File: src/rtl/seg_shift_out.sv
// -----------------------------------------------------------------------------
// seg_shift_out
//   Serialises a packed 7-segment pattern word onto a 74HC595-style chain.
//   A frame is accepted on valid && ready. It is shifted out MSB first, one bit
//   per 2*CLK_DIV clocks, and then latched with a CLK_DIV-cycle storage pulse.
//   done pulses for one cycle when the new pattern is on the display.
//
// Ports
//   clk        system clock
//   rst        asynchronous active-low reset
//   seg_in     pattern word, upper byte = first digit
//   valid      seg_in valid; accepted when valid && ready
//   ready      idle, able to accept a frame (decode of IDLE)
//   ser_data   serial data to the chain, stable for the whole bit period
//   ser_clk    shift clock; the chain samples ser_data on its rising edge
//   ser_latch  storage-register latch pulse, active high
//   done       one-cycle pulse in the first IDLE cycle after the latch
// -----------------------------------------------------------------------------
module seg_shift_out #(
  parameter int WIDTH   = 16,
  parameter int CLK_DIV = 4
) (
  input  logic             clk,
  input  logic             rst,
  input  logic [WIDTH-1:0] seg_in,
  input  logic             valid,
  output logic             ready,
  output logic             ser_data,
  output logic             ser_clk,
  output logic             ser_latch,
  output logic             done
);

  localparam int DW = $clog2(CLK_DIV) + 1;
  localparam int BW = $clog2(WIDTH) + 1;

  // The divider counts across a whole bit period (0 .. 2*CLK_DIV-1). DW bits
  // hold that range for every CLK_DIV >= 1.
  localparam logic [DW-1:0] DIV_HALF = DW'(CLK_DIV - 1);
  localparam logic [DW-1:0] DIV_END  = DW'(2 * CLK_DIV - 1);
  localparam logic [BW-1:0] BITS     = BW'(WIDTH);
  localparam logic [BW-1:0] LAST_BIT = BW'(1);

  typedef enum logic [1:0] {
    IDLE  = 2'd0,
    SHIFT = 2'd1,
    LATCH = 2'd2
  } state_t;

  state_t           state_q, state_d;
  logic [WIDTH-1:0] sr_q, sr_d;
  logic [BW-1:0]    bit_cnt_q, bit_cnt_d;
  logic [DW-1:0]    div_q, div_d;
  logic             ser_data_q, ser_data_d;
  logic             ser_clk_q, ser_clk_d;
  logic             ser_latch_q, ser_latch_d;
  logic             done_q, done_d;
  logic [WIDTH-1:0] sr_shl;

  assign sr_shl = sr_q << 1;

  always_comb begin
    state_d     = state_q;
    sr_d        = sr_q;
    bit_cnt_d   = bit_cnt_q;
    div_d       = div_q;
    ser_data_d  = ser_data_q;
    ser_clk_d   = ser_clk_q;
    ser_latch_d = ser_latch_q;
    done_d      = 1'b0;

    case (state_q)
      IDLE: begin
        if (valid) begin
          sr_d       = seg_in;
          bit_cnt_d  = BITS;
          div_d      = '0;
          ser_data_d = seg_in[WIDTH-1];
          ser_clk_d  = 1'b0;
          state_d    = SHIFT;
        end
      end

      SHIFT: begin
        if (div_q == DIV_END) begin
          // End of the high phase: drop the clock and present the next bit
          // in the same edge, so data never moves while ser_clk is high.
          ser_clk_d = 1'b0;
          div_d     = '0;
          sr_d      = sr_shl;
          bit_cnt_d = bit_cnt_q - LAST_BIT;
          if (bit_cnt_q == LAST_BIT) begin
            ser_data_d  = 1'b0;
            ser_latch_d = 1'b1;
            state_d     = LATCH;
          end else begin
            ser_data_d = sr_shl[WIDTH-1];
          end
        end else begin
          if (div_q == DIV_HALF) ser_clk_d = 1'b1;
          div_d = div_q + DW'(1);
        end
      end

      LATCH: begin
        if (div_q == DIV_HALF) begin
          ser_latch_d = 1'b0;
          div_d       = '0;
          done_d      = 1'b1;
          state_d     = IDLE;
        end else begin
          div_d = div_q + DW'(1);
        end
      end

      default: begin
        state_d     = IDLE;
        ser_data_d  = 1'b0;
        ser_clk_d   = 1'b0;
        ser_latch_d = 1'b0;
      end
    endcase
  end

  always_ff @(posedge clk or negedge rst) begin
    if (!rst) begin
      state_q     <= IDLE;
      sr_q        <= '0;
      bit_cnt_q   <= '0;
      div_q       <= '0;
      ser_data_q  <= 1'b0;
      ser_clk_q   <= 1'b0;
      ser_latch_q <= 1'b0;
      done_q      <= 1'b0;
    end else begin
      state_q     <= state_d;
      sr_q        <= sr_d;
      bit_cnt_q   <= bit_cnt_d;
      div_q       <= div_d;
      ser_data_q  <= ser_data_d;
      ser_clk_q   <= ser_clk_d;
      ser_latch_q <= ser_latch_d;
      done_q      <= done_d;
    end
  end

  assign ready     = (state_q == IDLE);
  assign ser_data  = ser_data_q;
  assign ser_clk   = ser_clk_q;
  assign ser_latch = ser_latch_q;
  assign done      = done_q;

endmodule

File: config.mk
export PLATFORM = sky130hd
export DESIGN_NAME = seg_shift_out
export DESIGN_NICKNAME = d
export VERILOG_FILES = /design/src/rtl/seg_shift_out.sv
export SDC_FILE = /design/constraint.sdc
export NUM_CORES = 1
export LEC_CHECK = 0
export BUFFER_PORTS_ARGS = -buffer_cell sky130_fd_sc_hd__buf_2
export CORE_UTILIZATION = 45
export CTS_CLUSTER_DIAMETER = 120
export DETAILED_ROUTE_END_ITERATION = 10
export PLACE_DENSITY = 0.63
export SYNTH_ARGS = -nofsm -noshare
export SYNTH_HDL_FRONTEND = slang
export SYNTH_SLANG_ARGS = --single-unit
File: constraint.sdc
create_clock -name clk -period 3.25 [get_ports clk]
set_input_delay 0.1625 -clock clk [delete_from_list [all_inputs] [get_ports clk]]
set_output_delay 0.1625 -clock clk [all_outputs]
set_load 0.02 [all_outputs]
==> flow_summary.json <==
{
  "tns_ns": 0,
  "dpl.hpwl_um": 2490,
  "layout_common_cells": "39 x o21ai_0, 29 x dfrtp_1, 23 x buf_2",
  "grt_setup_unrepaired": "no",
  "arrival_ns": 2.28,
  "drive_above_1_share_pct": 19.8,
  "cts-root-buf": "clkbuf_8",
  "syn_nets": 197,
  "r2r_slack_ns": 1.11,
  "cts_setup_buffers": 0,
  "floorplan.rows": 21,
  "avgRoutedWirePerCell_um": 15.4,
  "gp_congestion": 0.783,
  "cts_buffers": 5,
  "postCtsHoldBufs": 1,
  "initial_core_util_pct": 48.2,
  "cts_resized": 0,
  "hp-start": "seg_in[0]",
  "ir_worst_vdd_mv": 0.379,
  "die-area_mm2": 0.00393,
  "setup_viol_count_final": 0,
  "clock_latency_ns": 0.28,
  "slowest_delay_ns": 0.44,
  "drt-total-wl_um": 3670,
  "antenna_found_initial": 0,
  "slowest_stage": "nand2_1",
  "synth_flop_cell": "dfrtp_1",
  "final_hold_viol_count": 0,
  "synth_cell_types": 32,
  "syn-cell-area_mm2": 0.00166,
  "drtPass1Iterations": 4,
  "avgViaCountPerCell": 5.78,
  "antennaDiodeCount": 0,
  "r2r-start": "state_q[1]$_DFFE_PN0P_",
  "finalCriticalPeriod_ns": 2.14,
  "startpoint": "state_q[1]$_DFFE_PN0P_",
  "holdWs_ns": 0.149,
  "htreeDepth": 2,
  "grt-ovfl-total": 0,
  "slew_violations": 0,
  "max_cap_violations": 0,
  "vias": 1375,
  "grt_first_pass_wirelength_um": 6380,
  "period_share_pct": 65.9,
  "max_freq_mhz": 467,
  "io_pins": 24,
  "skew_ns": 0.00779,
  "required_ns": 3.38,
  "core-area_mm2": 0.00344,
  "nets": 222,
  "cp-start-kind": "register",
  "cts_tree": "built",
  "min_path_type": "input port to register",
  "ff_latch_area_um2": 726,
  "fill_cells": 327,
  "die_h_um": 62.7,
  "port_buffers": 23,
  "clock-sinks": 29,
  "layout-area-overhead-vs-synth_pct": 15.7,
  "status": "complete, no violations",
  "tightest_slew_ns": 0.671,
  "antenna_left": 0,
  "syn-mean-instance-area_um2": 9.93,
  "crit_type": "register to register",
  "multi_input_area_um2": 853,
  "drc": 0,
  "synthArstFlopShare_pct": 100,
  "die_x_um": 62.7,
  "synth-edff-count": 0,
  "ys_ff_latch": 29,
  "power_density_mw_per_mm2": 807,
  "yosys_warnings": 0,
  "drtIter0Drc": 93,
  "grt_max_degree": 30,
  "path_cells": "inv_1 -> ha_1 -> buf_4 -> mux2_2 -> nand2_1 -> o21ai_0",
  "clock_path_buffers": 2,
  "synthesis.instances": 167,
  "slew_headroom_pct": 55.3,
  "path_clk_slew_ns": 0.06,
  "cp-end-kind": "register",
  "final_common_cell": "o21ai_0",
  "leakage_nw": 0.887,
  "ys_seq_area_share_pct": 43.7,
  "grt_pass1_vias": 1393,
  "crit_fanout": 24,
  "groute.usage.overall_pct": 20.9
}
==> layout make-up <==
cell class | count | share of cell area, %
Timing Repair Buffer | 28 | 8.08
Tap cell | 46 | 3.00
Inverter | 11 | 2.15
Multi-Input combinational cell | 117 | 44.5
Clock buffer | 7 | 4.50
Sequential cell | 29 | 37.8
==> per-layer routing <==
metal | routed length (um) | vias to the layer above | global-route usage, %
li1 | - | 662 | -
met1 | 1750 | 680 | 26.1
met2 | 1750 | 30 | 34.6
met3 | 141 | 3 | 5.47
met4 | 29 | 0 | 7.27
met5 | 0 | - | 0
==> cells by family (layout without fill, tap and decap cells) <==
| kind of cell | count (synthesis) | after routing | share of synthesized area (%) |
|---|---|---|---|
| buffers and inverters | 21 | 46 | 4.83 |
| multiplexers | 16 | 16 | 9.73 |
| AND/OR/NAND/NOR | 28 | 28 | 10.3 |
| adder cells (fa/ha/maj) | 11 | 11 | 8.30 |
| AO/OA/AOI/OAI | 62 | 62 | 23.2 |
| flip-flops | 29 | 29 | 43.7 |
==> flip-flops by register name, summed over array words and instances, names as in the netlist <==
register   count
ser_clk        1
ser_latch      1
sr_q          15
ser_data       1
bit_cnt_q      5
state_q        2
done           1
div_q          3
==> cells in the mapped netlist (2+ instances only) <==
cell / n / area share [%]
o211ai_1: 3 / 1.4
nand2_1: 5 / 1.1
dfrtp_1: 29 / 44
mux2i_1: 15 / 9.0
a2bb2oi_1: 2 / 1.1
nand2b_1: 2 / 0.75
nor2_1: 4 / 0.90
o31ai_1: 3 / 1.4
a2111oi_0: 3 / 1.6
ha_1: 11 / 8.3
a21oi_1: 3 / 0.90
nand3b_1: 6 / 2.7
o32a_2: 2 / 1.4
o21ai_0: 39 / 12
nor2b_1: 4 / 1.5
inv_1: 11 / 2.5
clkbuf_1: 9 / 2.0
nor3_1: 2 / 0.60
==> power by group <==
part / leakage [nW] / internal [W] / switching, W / total [W]
registers: 0.377 / 0.000488 / 0.0000816 / 0.000570
clock network: 0.0443 / 0.000168 / 0.000130 / 0.000298
logic: 0.465 / 0.000279 / 0.000403 / 0.000682
==> worst max-delay path, delay by kind of cell (launching register included) <==
kind / cells / cell delay [ns]
AOI/OAI and AO/OA: 1 / 0.20
adders and majority gates: 1 / 0.17
buffers and inverters: 2 / 0.38
DFF: 1 / 0.41
muxes: 1 / 0.39
and+or+nand+nor: 1 / 0.44
==> worst paths after layout <==
check / end / depth (start not counted)
min reg2reg: ser_latch$_DFFE_PN0P_ / 1
min in group asynchronous: bit_cnt_q[0]$_DFFE_PN0P_ / 2
min: sr_q[0]$_DFFE_PN0P_ / 3
max in group asynchronous: sr_q[7]$_DFFE_PN0P_ / 2
max reg2reg: sr_q[1]$_DFFE_PN0P_ / 6
max: sr_q[1]$_DFFE_PN0P_ / 6
==> metrics by stage <==
step | instances | utilization [%] | instance area, um2 | setup WS, ns | power (W)
3_3_place_gp | 230 | 53.0 | 1820 | 1.20 | 0.00123
2_1_floorplan | 167 | - | 1660 | 1.39 | 0.00107
6_report | 238 | 55.8 | 1920 | 1.11 | 0.00155
3_5_place_dp | 230 | 53.0 | 1820 | 1.14 | 0.00125
4_1_cts | 238 | 55.8 | 1920 | 1.13 | 0.00156
5_1_grt | 238 | 55.8 | 1920 | 0.894 | 0.00168
(Power assumes the default switching activity.)
